$ cat src/rtl/fetch_prefetch_unit.sv
// Instruction-fetch front end: owns the fetch PC, issues requests to an
// in-order variable-latency instruction memory, and buffers returned words
// in a prefetch FIFO that presents one {addr, instr} per cycle to IF/ID.
// Credits (buffered + in flight) never exceed DEPTH, so the FIFO cannot
// overflow. After a redirect, words still in flight are counted in
// discard_q and dropped as they return.
module fetch_prefetch_unit #(
  parameter int          DEPTH      = 4,
  parameter logic [31:0] ADDR_LIMIT = 32'd128,
  parameter logic [31:0] RESET_PC   = 32'd0
) (
  input  logic        clk,
  input  logic        rst_,
  output logic        imem_req,
  output logic [31:0] imem_addr,
  input  logic        imem_gnt,
  input  logic        imem_rvalid,
  input  logic [31:0] imem_rdata,
  input  logic        flush,
  input  logic [31:0] flush_target,
  input  logic        deq_en,
  input  logic        halt,
  output logic        instr_valid,
  output logic [31:0] instr,
  output logic [31:0] instr_addr
);

  localparam int PW = (DEPTH > 1) ? $clog2(DEPTH) : 1;
  localparam int CW = $clog2(DEPTH + 1);
  localparam logic [CW:0] DEPTH_C = (CW + 1)'(DEPTH);

  // Control state (reset)
  logic [31:0]   fetch_pc_q, fetch_pc_d;
  logic [CW-1:0] count_q, count_d;
  logic [CW-1:0] outstanding_q, outstanding_d;
  logic [CW-1:0] discard_q, discard_d;
  logic [PW-1:0] wr_ptr_q, wr_ptr_d, rd_ptr_q, rd_ptr_d;
  logic [PW-1:0] tag_wr_q, tag_wr_d, tag_rd_q, tag_rd_d;

  // Datapath storage (not reset; qualified by the control state above)
  logic [31:0] fifo_addr_q [DEPTH];
  logic [31:0] fifo_word_q [DEPTH];
  logic [31:0] tag_addr_q  [DEPTH];

  logic credit_ok, gnt_fire, rsp_fire, drop, push, pop;

  assign credit_ok = ({1'b0, count_q} + {1'b0, outstanding_q}) < DEPTH_C;
  // Gated by rst_ so that no request is visible while reset is held.
  assign imem_req  = rst_ & ~flush & ~halt & (fetch_pc_q < ADDR_LIMIT) & credit_ok;
  assign imem_addr = fetch_pc_q;
  assign gnt_fire  = imem_req & imem_gnt;
  // A response with nothing outstanding is a protocol error and is ignored.
  assign rsp_fire  = imem_rvalid & (outstanding_q != '0);
  assign drop      = flush | (discard_q != '0);
  assign push      = rsp_fire & ~drop;
  assign pop       = deq_en & instr_valid & ~halt & ~flush;

  assign instr_valid = (count_q != '0);
  assign instr       = instr_valid ? fifo_word_q[rd_ptr_q] : 32'd0;
  assign instr_addr  = instr_valid ? fifo_addr_q[rd_ptr_q] : 32'd0;

  // Next-state for PC, credits, discard count and queue pointers
  always_comb begin
    fetch_pc_d    = fetch_pc_q;
    count_d       = count_q;
    outstanding_d = outstanding_q + CW'(gnt_fire) - CW'(rsp_fire);
    discard_d     = discard_q;
    wr_ptr_d      = wr_ptr_q;
    rd_ptr_d      = rd_ptr_q;
    tag_wr_d      = gnt_fire ? tag_wr_q + 1'b1 : tag_wr_q;
    tag_rd_d      = rsp_fire ? tag_rd_q + 1'b1 : tag_rd_q;
    if (flush) begin
      fetch_pc_d = flush_target;
      count_d    = '0;
      wr_ptr_d   = '0;
      rd_ptr_d   = '0;
      // Everything still in flight after this cycle belongs to the old path.
      discard_d  = outstanding_d;
    end else begin
      if (gnt_fire) fetch_pc_d = fetch_pc_q + 32'd4;
      count_d  = count_q + CW'(push) - CW'(pop);
      wr_ptr_d = push ? wr_ptr_q + 1'b1 : wr_ptr_q;
      rd_ptr_d = pop  ? rd_ptr_q + 1'b1 : rd_ptr_q;
      if (rsp_fire && (discard_q != '0)) discard_d = discard_q - 1'b1;
    end
  end

  // Control registers with synchronous active-low reset
  always_ff @(posedge clk) begin
    if (!rst_) begin
      fetch_pc_q    <= RESET_PC;
      count_q       <= '0;
      outstanding_q <= '0;
      discard_q     <= '0;
      wr_ptr_q      <= '0;
      rd_ptr_q      <= '0;
      tag_wr_q      <= '0;
      tag_rd_q      <= '0;
    end else begin
      fetch_pc_q    <= fetch_pc_d;
      count_q       <= count_d;
      outstanding_q <= outstanding_d;
      discard_q     <= discard_d;
      wr_ptr_q      <= wr_ptr_d;
      rd_ptr_q      <= rd_ptr_d;
      tag_wr_q      <= tag_wr_d;
      tag_rd_q      <= tag_rd_d;
    end
  end

  // Address tag capture on grant and FIFO write on accepted response
  always_ff @(posedge clk) begin
    if (gnt_fire) tag_addr_q[tag_wr_q] <= fetch_pc_q;
    if (push) begin
      fifo_addr_q[wr_ptr_q] <= tag_addr_q[tag_rd_q];
      fifo_word_q[wr_ptr_q] <= imem_rdata;
    end
  end

  a_rvalid_outstanding: assert property (@(posedge clk) disable iff (!rst_)
    imem_rvalid |-> (outstanding_q != '0));

endmodule

$ cat config.mk
export PLATFORM = sky130hd
export DESIGN_NAME = fetch_prefetch_unit
export DESIGN_NICKNAME = d
export VERILOG_FILES = /design/src/rtl/fetch_prefetch_unit.sv
export SDC_FILE = /design/constraint.sdc
export NUM_CORES = 1
export LEC_CHECK = 0
export CAP_MARGIN = 20
export CORE_MARGIN = 3
export CORE_UTILIZATION = 40
export DETAILED_ROUTE_END_ITERATION = 8
export SKIP_LAST_GASP = 1
export SYNTH_ARGS = -nofsm -noshare
export SYNTH_HDL_FRONTEND = slang
export SYNTH_SLANG_ARGS = --single-unit
$ cat constraint.sdc
create_clock -name clk -period 6.2 [get_ports clk]
set_input_delay 1.24 -clock clk [delete_from_list [all_inputs] [get_ports clk]]
set_output_delay 1.24 -clock clk [all_outputs]
set_load 0.05 [all_outputs]
==> results by group, run 1 <==
Run status
  – Status: complete, no violations

Synthesis
  – Sequential area share after synthesis: 0.7557
  – Number of synthesized flops with an enable pin: 384
  – Primary FF master, synth: edfxtp_1
  – Yosys reg bits: 437
  – Mapped Nets: 917
  – Count of cell types in the netlist: 46
  – Share of the synthesized area in the top cell type: 0.6920
  – Synth Cell Area: 16,660 µm²
  – Syn_area_per_cell: 20.15 µm²
  – Synth async-reset ratio: 0
  – Mapped Cells: 827
  – Yosys warns: 0
  – Cell taking the most area after synthesis: edfxtp_1
  – Synth area leaders: edfxtp_1 69%, mux4_2 13%, dfxtp_1 6.4%, and2_1 2.6%, mux2i_1 1.7%

Placed design
  – Hpwl dp: 19,430 µm
  – Dpl cells: 1,503
  – RD Place Congestion: 0.7317
  – I/O Buffers: 168
  – DP Worst Slack: 1202 ps

Clock network
  – CTS H-tree lvls: 2
  – Post-CTS setup buffer count: 0
  – Post-cts resize count: 0
  – Worst-path clk slew: 60 ps
  – Root cell of the clock tree: clkbuf_16
  – Clk buf depth: 3
  – CTS Buf Count: 46
  – Clk Latency, worst-skew pair: 570 ps
  – CTS tree: yes
  – Post-CTS Hold Buffers: 0
  – CTS sink count: 437

Setup path
  – Crit. Startpoint: rst_
  – Worst path arrival time: 3720 ps
  – Startpoint class of the critical path: input port
  – CP Class: in2out
  – CP required: 4960 ps
  – CP endpoint kind: output port
  – Max FO, Critical Path: 19
  – R2R Path Start: imem_addr[9]

Layout
  – Sequential Area: 12,600 µm²
  – Area grow syn2layout: 22.84%
  – # fillers: 3,414
  – Multi-input gate area: 3862 µm²
  – Finished Layout Cells: 1,587
  – Layout Nets: 1,110
  – Final core occ: 0.4990
  – Layout cell share with drive strength beyond 1: 0.1877
  – Antenna Cells: 0

Routing
  – DRT antenna net count: 0
  – Avg WL per Cell: 21.01 µm
  – Routed WL: 33,340 µm
  – Initial drt markers: 414
  – DRT Pass-1 Iters: 4
  – Via count: 8,070
  – Vias per cell: 5.085
  – DRC errors left: 0

Timing
  – Slew @ Worst Pin: 1072 ps
  – Fin. max-slew vios: 0
  – Final-report hold violation count: 0
  – Worst Slack Setup Final: 1242 ps
  – RSZ-0062 raised after global routing: false
  – Final setup fails: 0
  – Final Critical Period: 4958 ps
  – Fmax: 201.7 MHz
  – Max Clock Skew: 22.03 ps
  – Relative slew slack: 0.2853
  – Sum Neg Setup Slack: 0 ps
  – Final Cycle Share: 0.7997

Global route
  – GRT Overall Usage: 0.1534
  – Total gr overflow: 0
  – Vias in the first global route: 8,674
  – First-pass GRT wire length: 51,700 µm
  – Largest net degree at the start of global routing: 65
  – Initial antenna violation count: 0

Power
  – Total power: 6.826 mW
  – Power per standard cell area: 333.5 nW/µm²
  – Leak: 6.648 nW
  – Max rail drop VDD: 0.1951 mV

Hold path
  – Worst min path class: reg2reg
  – Hold_sp: tag_rd_q[0]

Floorplan
  – Initial Util: 0.4062
  – Num ports: 169
  – FP Rows: 74
  – Core box area: 41,020 µm²
  – Die Y: 210.1 µm
  – Die Width: 210.1 µm
  – Die area: 44,140 µm²

Flow run
  – Max cap viols: 0
-- final timing paths --
check                 end  slack, ps  depth (start not counted)
min              register        540                          2
min reg2reg      register        540                          2
max reg2reg  discard_q[2]       2590                         15
max              imem_req       1240                          6
-- cell usage after synthesis (all sizes together), types with 3 or more instances --
master and count:
ha 17, o21ai 3, mux2i 29, a21oi 3, buf 15, clkbuf 25
nor2b 4, or4 4, nor4 8, inv 16, nand3 6, and3 4
and2 74, dfxtp 53, xor2 5, nor3 3, xnor2 7, nand2 7
nor2 41, nand4 3, mux4 96, edfxtp 384
-- critical path, stage by stage --
cell and delay, ps:
clkdlybuf4s50_1 460, buf_4 210, nand2b_1 250, or4_4 510, nor3_1 210, clkdlybuf4s50_1 840
-- report_power, final --
group / internal, mW / total (mW) / leakage, nW / switching (mW)
clock network: 1.50 / 2.59 / 0.715 / 1.09
logic: 0.348 / 0.801 / 2.02 / 0.453
registers: 3.38 / 3.43 / 3.92 / 0.0579
-- area by class of cell --
class / instances / area share
flip-flops and latches: 437 / 0.6156
well taps: 532 / 0.03252
multi-input cells: 334 / 0.1887
clock inverters: 17 / 0.005013
clock buffers: 66 / 0.06547
inverters: 16 / 0.002934
repair buffers: 185 / 0.08974
-- placed cells by master (no fill, tap or decap), types with 2 or more instances in the layout --
cell	count
xnor2_1	7
inv_1	16
nor2_1	41
nand4_1	3
and2_4	4
and2_1	66
and3_1	4
clkinv_1	5
dfxtp_1	50
clkinv_2	9
clkbuf_16	49
mux2i_1	29
nor4_1	6
nand2b_1	2
dfxtp_4	2
o221ai_1	2
xor2_1	5
fa_1	2
ha_1	17
clkinv_8	2
nor3_1	3
clkdlybuf4s50_1	167
clkbuf_1	12
nor2b_1	4
mux4_2	96
nand2_1	7
o21ai_0	3
nand3_1	6
buf_4	15
edfxtp_1	384
and2_2	4
clkbuf_8	5
a21oi_1	3
or4_1	2
-- routing by layer --
metal	vias up	track usage	wire (µm)
li1	3667	-	-
met1	4164	0.2133	15260
met2	191	0.2487	15900
met3	48	0.03096	1520
met4	0	0.04418	661
met5	-	0	0
-- per-stage QoR --
stage / area [µm²] / hold WS (ps)
floorplan: 16660 / 484.7
global placement: 19000 / 504.2
detailed placement: 19000 / 519.6
CTS: 20440 / 547.2
global route: 20470 / 572.8
finish: 20470 / 539.6
-- cells by family after synthesis --
| logic type | after synthesis | share of synthesized area |
|---|---|---|
| fa+ha+maj | 19 | 0.01517 |
| compound gates | 17 | 0.007285 |
| simple gates | 161 | 0.05519 |
| xor+xnor | 12 | 0.006308 |
| mux | 125 | 0.1472 |
| flops | 437 | 0.7557 |
| buf+inv | 56 | 0.01314 |
-- flip-flops by register name, summed over array words and instances, names as in the netlist, 3 cells and up, named ones only --
signal,flops
discard_q,3
imem_addr,32
outstanding_q,3
fifo_addr_q,128
fifo_word_q,128
count_q,3
tag_addr_q,128
(Power assumes the default switching activity.)
==> inputs of run 2 (changes only) <==
==> constraint.sdc (replaced) <==
create_clock -name clk -period 4.17 [get_ports clk]
set_input_delay 0.834 -clock clk [delete_from_list [all_inputs] [get_ports clk]]
set_output_delay 0.834 -clock clk [all_outputs]
set_load 0.05 [all_outputs]
==> results by group, run 2 (synthesis gave the netlist of run 1 again) <==
Setup path
  – Crit. Startpoint: count_q[1]
  – Worst Path Buf+Inv: 2 (-1)
  – CP Class: reg2out
  – CP Cell Sequence: or3_2 > buf_4 > and2_1 > clkdlybuf4s50_1
  – Worst r2r path cells: 14 (-1)
  – Critical path's top delay family: buffers and inverters
  – Max FO, Critical Path: 37 (+18)
  – Max incr delay on CP: 860 ps (+20 ps)
  – CP endpoint kind: output port
  – FF-to-FF End: discard_q[2]
  – Worst-path cell with the longest stage delay: or3_2
  – Crit path depth: 4 (-2)
  – R2R Path Start: imem_addr[11]
  – Setup crit end: instr[8]
  – Setup slack, reg-to-reg: 760 ps (-1830 ps)
  – CP required: 3340 ps (-1620 ps)
  – Startpoint class of the critical path: register
  – Worst path arrival time: 3000 ps (-720 ps)

Clock network
  – Clk buf depth: 3 (unchanged)
  – CTS tree: yes
  – Clk Latency, worst-skew pair: 560 ps (about the same)
  – CTS sink count: 437 (unchanged)
  – CTS H-tree lvls: 2 (unchanged)
  – Post-cts resize count: 0 (unchanged)
  – Worst-path clk slew: 60 ps (about the same)
  – Post-CTS setup buffer count: 0 (unchanged)
  – Post-CTS Hold Buffers: 0 (unchanged)
  – CTS Buf Count: 48 (+4.3%)
  – Root cell of the clock tree: clkbuf_16

Global route
  – GRT Overall Usage: 0.1545 (+0.001057)
  – Largest net degree at the start of global routing: 38 (-42%)
  – Vias in the first global route: 8,665 (-0.10%)
  – Initial antenna violation count: 2 (+2)
  – Total gr overflow: 0 (unchanged)
  – First-pass GRT wire length: 52,320 µm (+1.2%)

Power
  – Reg power frac: 0.497 (-0.006)
  – Switching Share: 0.2308 (-0.003556)
  – Clock power frac: 0.390 (+0.010)
  – Net Switching: 2.389 mW (+49%)
  – Internal power: 7.961 mW (+52%)
  – Max rail drop VDD: 0.2800 mV (+44%)
  – Leak: 6.761 nW (+1.7%)
  – Power per standard cell area: 499.7 nW/µm² (+50%)
  – Combinational Power Share: 0.113 (-0.004)

Timing
  – Fmax: 260.6 MHz
  – Hold WS: 524.5 ps (-15.16 ps)
  – Final Critical Period: 3838 ps
  – Fin. max-slew vios: 0 (unchanged)
  – Final setup fails: 0 (unchanged)
  – Relative slew slack: 0.4252 (+0.1399)
  – Slew @ Worst Pin: 862.2 ps (-209.8 ps)
  – Max Clock Skew: 30.87 ps (+8.842 ps)
  – Sum Neg Setup Slack: 0 ps (unchanged)
  – RSZ-0062 raised after global routing: false
  – Final-report hold violation count: 0 (unchanged)
  – Final Cycle Share: 0.9203

Floorplan
  – Num ports: 169 (unchanged)
  – Initial Util: 0.4062 (unchanged)
  – Die area: 44,140 µm² (unchanged)
  – Die Width: 210.1 µm (unchanged)
  – Core box area: 41,020 µm² (unchanged)
  – FP Rows: 74 (unchanged)
  – Die Y: 210.1 µm (unchanged)

Placed design
  – I/O Buffers: 168 (unchanged)
  – RD Place Congestion: 0.7272 (-0.62%)
  – Hpwl dp: 20,750 µm (+6.8%)

Routing
  – DRC errors left: 0 (unchanged)
  – Routed WL: 33,540 µm (+0.61%)
  – DRT Pass-1 Iters: 5 (+1)
  – Via count: 8,169 (+1.2%)
  – Vias per cell: 5.090 (about the same)
  – Avg WL per Cell: 20.90 µm (-0.52%)
  – DRT antenna net count: 0 (unchanged)
  – Initial drt markers: 538 (+30%)

Layout
  – Antenna Cells: 0 (unchanged)
  – Commonest non-fill, non-tap cell in the layout: edfxtp_1
  – Area grow syn2layout: 24.31%
  – Layout cell share with drive strength beyond 1: 0.1985 (+0.01083)
  – # fillers: 3,359 (-1.6%)
  – Layout Nets: 1,125 (+1.4%)
  – Largest regs: fifo_addr_q: 128 flops, fifo_word_q: 128 flops, tag_addr_q: 128 flops
  – Most frequent cells in the layout: 384 x edfxtp_1, 166 x clkdlybuf4s50_1, 96 x mux4_2

Hold path
  – Hold_sp: tag_rd_q[1]
  – Worst min path class: reg2reg

Run status
  – Status: complete, no violations

Flow run
  – Max cap viols: 0 (unchanged)
## run 2: changes by cell type in the layout (fill, tap and decap cells not counted), moves of 3 or more
cell,delta
bufinv_16,+3
clkinv_1,+3
clkinv_2,-3
buf_4,+8
buf_12,+7
## run 2: worst min path at each step
| stage | slack, ps | end | cells past startpoint |
|---|---|---|---|
| CTS | 530 | tag_rd_q[1] | 2 |
| finish | 520 | tag_rd_q[1] | 2 |
| global route | 560 | rd_ptr_q[1] | 2 |
| floorplan | 480 | register | 2 |
| global placement | 510 | tag_rd_q[1] | 2 |
| detailed placement | 510 | register | 2 |
## run 2: per-layer routing
layer,vias up,GRT usage,wire [µm]
met1,4237,0.2212,15350
li1,3711,-,-
met4,0,0.03488,519
met2,181,0.2505,16310
met5,-,0,0
met3,40,0.02798,1360
## run 2: power groups by stage
| stage | sequential, mW | clock (mW) | combinational, mW |
|---|---|---|---|
| final | 5.15 | 4.03 | 1.17 |
| after global routing | 5.17 | 4.34 | 1.27 |
| after CTS | 5.16 | 4.14 | 1.20 |
| after detailed placement | 5.25 | 0 | 1.19 |
| after global placement | 5.24 | 0 | 1.17 |
| after floorplan | 5.24 | 0 | 0.759 |
## run 2: final cells by class
type	instances	area [µm²]	area share
repair buffers	198	1999	0.09653
well taps	532	665.6	0.03214
inverters	16	60.06	0.002900
flip-flops and latches	437	12600	0.6084
clock inverters	21	191.4	0.009242
clock buffers	67	1333	0.06433
multi-input cells	334	3862	0.1865
## run 2: metrics by stage
step	cell area, µm²	setup slack (ps)	utilization	std cells	power, mW
after floorplan	16660	347.8	-	827	5.995
final	20710	332.4	0.5050	1605	10.35
after global routing	20710	147.6	0.5050	1605	10.78
after global placement	19190	489.5	0.4678	1517	6.413
after detailed placement	19190	448.4	0.4678	1517	6.439
after CTS	20710	237.8	0.5050	1605	10.50
## run 2: tightest hold or removal path, cell delays in order (launching register included)
cell and delay, ps:
dfxtp_1 320, xor2_1 60, nor2_1 100
==> inputs of run 3 (changes only) <==
--- a/config.mk
+++ b/config.mk
@@ -8,7 +8,9 @@
 export CAP_MARGIN = 20
 export CORE_MARGIN = 3
 export CORE_UTILIZATION = 40
+export CTS_CLUSTER_SIZE = 14
 export DETAILED_ROUTE_END_ITERATION = 8
+export MAX_ROUTING_LAYER = met4
 export SKIP_LAST_GASP = 1
 export SYNTH_ARGS = -nofsm -noshare
 export SYNTH_HDL_FRONTEND = slang
==> results by group, run 3 (synthesis gave the netlist of run 1 again) <==
Run status
  – Status: complete, no violations

Global route
  – Initial antenna violation count: 2 (unchanged)
  – Largest net degree at the start of global routing: 38 (unchanged)
  – Total gr overflow: 0 (unchanged)
  – First-pass GRT wire length: 52,360 µm (about the same)
  – GRT Overall Usage: 0.1595 (+0.004993)
  – Vias in the first global route: 8,647 (-0.21%)

Timing
  – Final-report hold violation count: 0 (unchanged)
  – Final Cycle Share: 0.9218 (+0.001540)
  – Fin. max-slew vios: 0 (unchanged)
  – Worst Slack Setup Final: 325.9 ps (-6.420 ps)
  – Sum Neg Setup Slack: 0 ps (unchanged)
  – Max Clock Skew: 30.85 ps (-0.01510 ps)
  – Slew @ Worst Pin: 872.4 ps (+10.17 ps)
  – Final Critical Period: 3844 ps (+6.420 ps)
  – Fmax: 260.1 MHz (-0.17%)
  – RSZ-0062 raised after global routing: false
  – Final setup fails: 0 (unchanged)
  – Relative slew slack: 0.4184 (-0.006778)

Setup path
  – FF-to-FF End: discard_q[2]
  – CP required: 3340 ps (about the same)
  – CP Class: reg2out
  – CP endpoint kind: output port
  – Worst path arrival time: 3010 ps (about the same)
  – R2R Path Start: imem_addr[11]
  – Worst r2r path cells: 14 (unchanged)
  – Max FO, Critical Path: 37 (unchanged)
  – Setup slack, reg-to-reg: 740 ps (-20 ps)
  – Max incr delay on CP: 860 ps (about the same)
  – CP Cell Sequence: or3_2 > buf_4 > and2_1 > clkdlybuf4s50_1
  – Startpoint class of the critical path: register
  – Worst-path cell with the longest stage delay: or3_2

Placed design
  – DP Worst Slack: 448.4 ps (unchanged)
  – Hpwl dp: 20,750 µm (unchanged)
  – I/O Buffers: 168 (unchanged)
  – Dpl cells: 1,517 (unchanged)
  – RD Place Congestion: 0.7359 (+1.2%)
  – Placed inst area: 19,190 µm² (unchanged)

Routing
  – Via count: 8,145 (-0.29%)
  – Avg WL per Cell: 20.88 µm (about the same)
  – Routed WL: 33,520 µm (about the same)
  – DRT Pass-1 Iters: 4 (-1)
  – Vias per cell: 5.075 (-0.29%)
  – Initial drt markers: 548 (+1.9%)
  – DRC errors left: 0 (unchanged)
  – DRT antenna net count: 0 (unchanged)

Layout
  – Layout Nets: 1,125 (unchanged)
  – Largest regs: fifo_addr_q: 128 flops, fifo_word_q: 128 flops, tag_addr_q: 128 flops
  – Area grow syn2layout: 24.31% (unchanged)
  – Multi-input gate area: 3862 µm² (unchanged)
  – Commonest non-fill, non-tap cell in the layout: edfxtp_1
  – Antenna Cells: 0 (unchanged)
  – # fillers: 3,359 (unchanged)
  – Sequential Area: 12,600 µm² (unchanged)
  – Fin area: 20,710 µm² (unchanged)
  – Finished Layout Cells: 1,605 (unchanged)
  – Layout cell share with drive strength beyond 1: 0.1985 (unchanged)
  – Most frequent cells in the layout: 384 x edfxtp_1, 166 x clkdlybuf4s50_1, 96 x mux4_2

Clock network
  – Root cell of the clock tree: clkbuf_16
  – CTS H-tree lvls: 2 (unchanged)
  – Post-CTS Hold Buffers: 0 (unchanged)
  – Clk Latency, worst-skew pair: 560 ps (about the same)
  – Post-CTS setup buffer count: 0 (unchanged)
  – CTS sink count: 437 (unchanged)
  – CTS tree: yes
  – Clk buf depth: 3 (unchanged)
  – Worst-path clk slew: 60 ps (about the same)
  – CTS Buf Count: 48 (unchanged)
  – Post-cts resize count: 0 (unchanged)

Floorplan
  – Die area: 44,140 µm² (unchanged)
  – FP Rows: 74 (unchanged)
  – Initial Util: 0.4062 (unchanged)
  – Core box area: 41,020 µm² (unchanged)
  – Die Width: 210.1 µm (unchanged)
  – Die Y: 210.1 µm (unchanged)
  – Num ports: 169 (unchanged)

Hold path
  – Worst min path class: reg2reg
  – Hold depth: 2 (unchanged)
  – Hold_sp: tag_rd_q[1]

Power
  – Total power: 10.35 mW (about the same)
  – Max rail drop VDD: 0.2805 mV (+0.15%)
  – Leak: 6.761 nW (unchanged)
  – Power per standard cell area: 499.5 nW/µm² (about the same)

Flow run
  – Max cap viols: 0 (unchanged)
## run 3: cell counts in the layout (fill, tap and decap cells not counted)
Identical to the previous run, type by type.
## run 3: worst max-delay path by stage
stage	from	end	slack, ps	cells past startpoint
after global placement	rst_	discard_q[2]	490	15
after global routing	count_q[1]	instr[10]	150	4
final	count_q[1]	instr[8]	330	4
after floorplan	flush	discard_q[2]	350	17
after CTS	count_q[1]	instr[10]	240	4
after detailed placement	rst_	discard_q[2]	450	15
## run 3: per-stage QoR
| stage | utilization | hold slack, ps |
|---|---|---|
| after floorplan | - | 484.7 |
| after global placement | 0.4678 | 507.2 |
| after detailed placement | 0.4678 | 508.9 |
| after CTS | 0.5050 | 527.0 |
| after global routing | 0.5050 | 562.9 |
| final | 0.5050 | 524.2 |
## run 3: area by class of cell
type / instances / share of cell area
timing repair buffer: 198 / 0.09653
clock buffer: 67 / 0.06433
sequential: 437 / 0.6084
inverter: 16 / 0.002900
clock inverter: 21 / 0.009242
multi-input combinational: 334 / 0.1865
tap: 532 / 0.03214
## run 3: worst max-delay path, delay by kind of cell, from the launching register on
| family | cells | cell delay, ps |
|---|---|---|
| simple gates | 2 | 1010 |
| buf+inv | 2 | 1060 |
| flops | 1 | 360 |
## run 3: power breakdown
part           leakage [nW]  switching [mW]  internal (mW)  total, mW
clock network         0.744            1.62           2.41       4.03
logic                  2.10           0.640          0.530       1.17
registers              3.92           0.128           5.02       5.15
total                  6.76            2.39           7.96       10.3
## run 3: metal layers
metal	track usage	up-vias	share of wire
met5	-	-	0
met4	0.03488	0	0.016
met3	0.02664	40	0.038
met2	0.2504	178	0.49
met1	0.2227	4220	0.46
li1	-	3707	-
